[config.mk]
export PLATFORM = sky130hd
export DESIGN_NAME = stream_width_split
export DESIGN_NICKNAME = d
export VERILOG_FILES = /design/src/rtl/stream_width_split.sv
export SDC_FILE = /design/constraint.sdc
export NUM_CORES = 1
export LEC_CHECK = 0
export ABC_CLOCK_PERIOD_IN_PS = 3720
export BUFFER_PORTS_ARGS = -buffer_cell sky130_fd_sc_hd__buf_2
export CAP_MARGIN = 20
export CELL_PAD_IN_SITES_DETAIL_PLACEMENT = 0
export CELL_PAD_IN_SITES_GLOBAL_PLACEMENT = 1
export CORE_MARGIN = 2
export CORE_UTILIZATION = 46
export CTS_BUF_LIST = sky130_fd_sc_hd__clkbuf_16
export CTS_CLUSTER_DIAMETER = 50
export DETAILED_ROUTE_END_ITERATION = 6
export PLACE_DENSITY_LB_ADDON = 0.1
export SETUP_SLACK_MARGIN = 0.15
export SLEW_MARGIN = 30
export SYNTH_ARGS = -nofsm -noshare
export SYNTH_HDL_FRONTEND = slang
export SYNTH_SLANG_ARGS = --single-unit
[constraint.sdc]
create_clock -name clk -period 3.72 [get_ports clk]
set_input_delay 0.558 -clock clk [delete_from_list [all_inputs] [get_ports clk]]
set_output_delay 0.558 -clock clk [all_outputs]
set_load 0.01 [all_outputs]
[src/rtl/stream_width_split.sv]
// Wide-to-narrow stream splitter: holds one IN_W beat and emits it as RATIO words of
// OUT_W bits over a valid/rdy handshake. A new beat may be accepted on the cycle the
// previous beat's last word is consumed, so there is no bubble between beats.
// Optional: define STREAM_WIDTH_SPLIT_COUNT_EN to add a 32-bit word_count output
// that counts completed output transfers.
// IN_W must be an integer multiple of OUT_W with IN_W/OUT_W >= 2.
module stream_width_split #(
   parameter int unsigned IN_W      = 128,
   parameter int unsigned OUT_W     = 32,
   parameter int unsigned MSW_FIRST = 0
) (
   input  logic             clk,
   input  logic             rst_n,
   input  logic             si_valid,
   output logic             si_rdy,
   input  logic [IN_W-1:0]  si_data,
   output logic             so_valid,
   input  logic             so_rdy,
   output logic [OUT_W-1:0] so_data,
   output logic             so_last
`ifdef STREAM_WIDTH_SPLIT_COUNT_EN
   ,
   output logic [31:0]      word_count
`endif
);

   localparam int unsigned RATIO = IN_W / OUT_W;
   localparam int unsigned IDX_W = (RATIO > 1) ? $clog2(RATIO) : 1;
   localparam logic [IDX_W-1:0] LastIdx = IDX_W'(RATIO - 1);

   logic [IN_W-1:0]  hold_q, hold_d;
   logic [IDX_W-1:0] idx_q, idx_d;
   logic             full_q, full_d;
   logic             in_xfer;
   logic             out_xfer;

   assign so_valid = full_q;
   assign so_last  = full_q & (idx_q == LastIdx);
   // si_rdy depends on so_rdy only, never on si_valid.
   assign si_rdy   = ~full_q | (so_rdy & so_last);
   assign in_xfer  = si_valid & si_rdy;
   assign out_xfer = full_q & so_rdy;

   // Output word mux: pick the held word addressed by idx in the configured order.
   always_comb begin
      so_data = '0;
      for (int k = 0; k < int'(RATIO); k++) begin
         if (idx_q == IDX_W'(k)) begin
            if (MSW_FIRST != 0) begin
               so_data = hold_q[(int'(RATIO) - 1 - k) * int'(OUT_W) +: OUT_W];
            end else begin
               so_data = hold_q[k * int'(OUT_W) +: OUT_W];
            end
         end
      end
   end

   // Next-state: advance idx per word, drop full after the last word, and load a new
   // beat (restarting at word 0) whenever an input transfer happens.
   always_comb begin
      hold_d = hold_q;
      idx_d  = idx_q;
      full_d = full_q;
      if (out_xfer) begin
         if (idx_q != LastIdx) begin
            idx_d = idx_q + 1'b1;
         end else begin
            full_d = 1'b0;
            idx_d  = '0;
         end
      end
      if (in_xfer) begin
         hold_d = si_data;
         idx_d  = '0;
         full_d = 1'b1;
      end
   end

   // State registers; reset discards any held beat.
   always_ff @(posedge clk or negedge rst_n) begin
      if (!rst_n) begin
         hold_q <= '0;
         idx_q  <= '0;
         full_q <= 1'b0;
      end else begin
         hold_q <= hold_d;
         idx_q  <= idx_d;
         full_q <= full_d;
      end
   end

`ifdef STREAM_WIDTH_SPLIT_COUNT_EN
   logic [31:0] count_q, count_d;

   assign count_d    = out_xfer ? count_q + 32'd1 : count_q;
   assign word_count = count_q;

   // Completed output transfer counter, wraps naturally at 2^32.
   always_ff @(posedge clk or negedge rst_n) begin
      if (!rst_n) begin
         count_q <= '0;
      end else begin
         count_q <= count_d;
      end
   end
`endif

endmodule

==> flow_summary.toml <==
[global_routing]
antenna_found_initial = 1
grt_pass1_wl_mm = 23.1
grt_pass1_vias = 4325
grt_max_degree = 69
grt_usage_pct = 20.9
overflow = 0

[worst_setup_path]
critPathBufInv = 2
worstPathCellList = "ha_1 -> nand2b_1 -> buf_4 -> o22ai_1 -> a21oi_1 -> buf_2"
cp_top_family = "simple AND/OR/NAND/NOR gates"
worst_setup_path_end_kind = "primary output"
cp.arrival_ns = 2.59
cp.required_ns = 3.16
critPathMaxStageDelay_ns = 0.66
r2r.worst_path.cells = 5
critPathKind = "register to primary output"
critPathCapture = "so_data[17]"
crit_start = "idx_q[0]"
startpoint_type = "register"
crit_slowest_cell = "nand2b_1"
rr_endpoint = "hold_q[16]"
rr_startpoint = "idx_q[0]"
cp.depth = 6
rrSetupSlack_ns = 1.27
cp_max_fo = 15

[clocking]
cts_resized = 0
cts.sinks = 131
root_buffer = "clkbuf_16"
cts_buffers = 17
clk_pin_slew_worst_paths_ns = 0.05
htree_levels = 4
cts_setup_buffers = 0
cts_tree = "yes"
clk_latency_ns = 0.41
holdBufCountCts = 0
cts_max_path_buffers = 2

[timing]
hold_viol_final = 0
tightest_slew_ns = 0.950
fin_crit_sh_pct = 84.6
skew_ns = 0.00633
whs_ns = 0.161
fmax_ghz = 0.318
fin_setup_tns_ns = 0
slew_headroom_pct = 36.5
min_period_ns = 3.15
finalSetupViolations = 0
rsz0062_at_grt = "no"
slew_violations = 0

[placed_design]
dp_hpwl_mm = 9.73
numPortBuffers = 166
dp_cells = 730
gp_congestion = 0.770

[synthesis]
syn_area_um2 = 6250
ys_ff_latch = 131
synthTopCellsByArea = "dfrtp_1, mux2_4, a22oi_1"
yosys.area.top_type = "dfrtp_1"
synth_fp_nets = 543
yosysWarnings = 0
netlist_instances = 407
postSynthAreaPerCell_um2 = 15.4
ys_seq_area_share_pct = 52.5
yosys.area.top_type_share_pct = 52.5
synth_cell_types = 27

[floorplanning]
dieArea_um2 = 14500
start_util_pct = 47.2
die_w_um = 121
row_count = 42
ios = 167
die_h_um = 121
core_area_um2 = 13200

[routing]
via_per_inst = 5.24
post_drt_wl_per_cell_um = 19.2
wl_mm = 14.6
drtIter0Drc = 196
drc = 0
vias = 3981
drtAntennaViolNets = 0
first_pass_iters = 4

[finish]
n_fill_cell = 1124
syn_to_final_growth_pct = 22.4
regArea_um2 = 3280
drive_gt1_share_pct = 56.8
final_nets = 709
multi_input_area_um2 = 2670
fin_cells = 760
layout_commonest_cell = "buf_2"
final_cell_mix = "buf_2, dfrtp_1, mux2_4"

[worst_hold_path]
hold_class = "input port to async pin"

[pwr]
leakage_nw = 3.98
ir_drop_v = 0.000400
power_density_nw_per_um2 = 944

[flow_run]
maxCapViolations = 0

[status]
status = "finished, final reports clean"
[through the flow]
step | util, % | setup slack, ns | area [um^2] | power [mW]
after global placement | 53.8 | 1.14 | 7120 | 5.65
after detailed placement | 53.8 | 1.03 | 7120 | 5.70
after global routing | 57.7 | 0.341 | 7650 | 7.68
after CTS | 57.7 | 0.537 | 7640 | 7.28
final | 57.7 | 0.571 | 7650 | 7.22
after floorplan | - | 1.60 | 6250 | 4.79
[how the worst min path moves through the flow]
stage / slack (ns) / to / from / cells past startpoint
after floorplan: 0.26 / hold_q[0] / rst_n / 0
after global placement: 0.49 / hold_q[99] / hold_q[99] / 1
after detailed placement: 0.49 / hold_q[91] / hold_q[91] / 1
after CTS: 0.17 / hold_q[24] / rst_n / 1
after global routing: 0.19 / hold_q[24] / rst_n / 1
final: 0.16 / hold_q[24] / rst_n / 1
[cell usage after synthesis]
cell type,instances
or3b_2,1
buf_6,3
o21ai_0,1
a21bo_4,1
and2_1,1
nand2b_1,3
o31ai_1,1
a31oi_1,1
buf_8,1
nand2_4,1
nand3b_1,1
a32o_1,1
o22ai_1,31
clkbuf_1,15
nor2_1,1
mux2_4,120
ha_1,4
mux2_2,8
a22oi_1,31
buf_12,10
buf_2,1
inv_1,3
nor2b_1,1
dfrtp_1,131
nand3_1,1
a21oi_1,32
nand2_1,2
[where the power goes]
part | leakage, nW | total, mW | switching, mW | internal, mW
registers | 1.57 | 2.57 | 0.424 | 2.15
logic | 2.14 | 3.13 | 1.37 | 1.76
clock network | 0.262 | 1.51 | 0.563 | 0.951
total | 3.98 | 7.22 | 2.36 | 4.86
[state kept, by name, indices dropped and copies added (netlist names)]
signal    count
hold_q      128
so_valid      1
idx_q         2
[layer usage]
layer | GRT usage [%] | share of wire, % | up-vias
li1 | - | - | 1845
met4 | 6.10 | 1.5 | 0
met3 | 6.65 | 5.7 | 13
met2 | 32.8 | 48 | 114
met5 | 0 | 0 | -
met1 | 27.9 | 45 | 2009
[layout make-up]
class	instances	area share [%]
sequential	131	42.9
multi-input combinational	243	34.9
timing repair buffer	177	12.3
clock buffer	17	5.56
tap	176	2.88
clock inverter	12	1.31
inverter	3	0.147
antenna	1	0.0327
[logic make-up after synthesis]
logic type	share of synthesized area [%]
adder cells (fa/ha/maj)	0.801
AND/OR/NAND/NOR	1.20
multiplexers	30.3
AO/OA/AOI/OAI	10.1
buffers and inverters	5.15
flip-flops	52.5
Note: power is estimated with default switching activity, not from simulation.
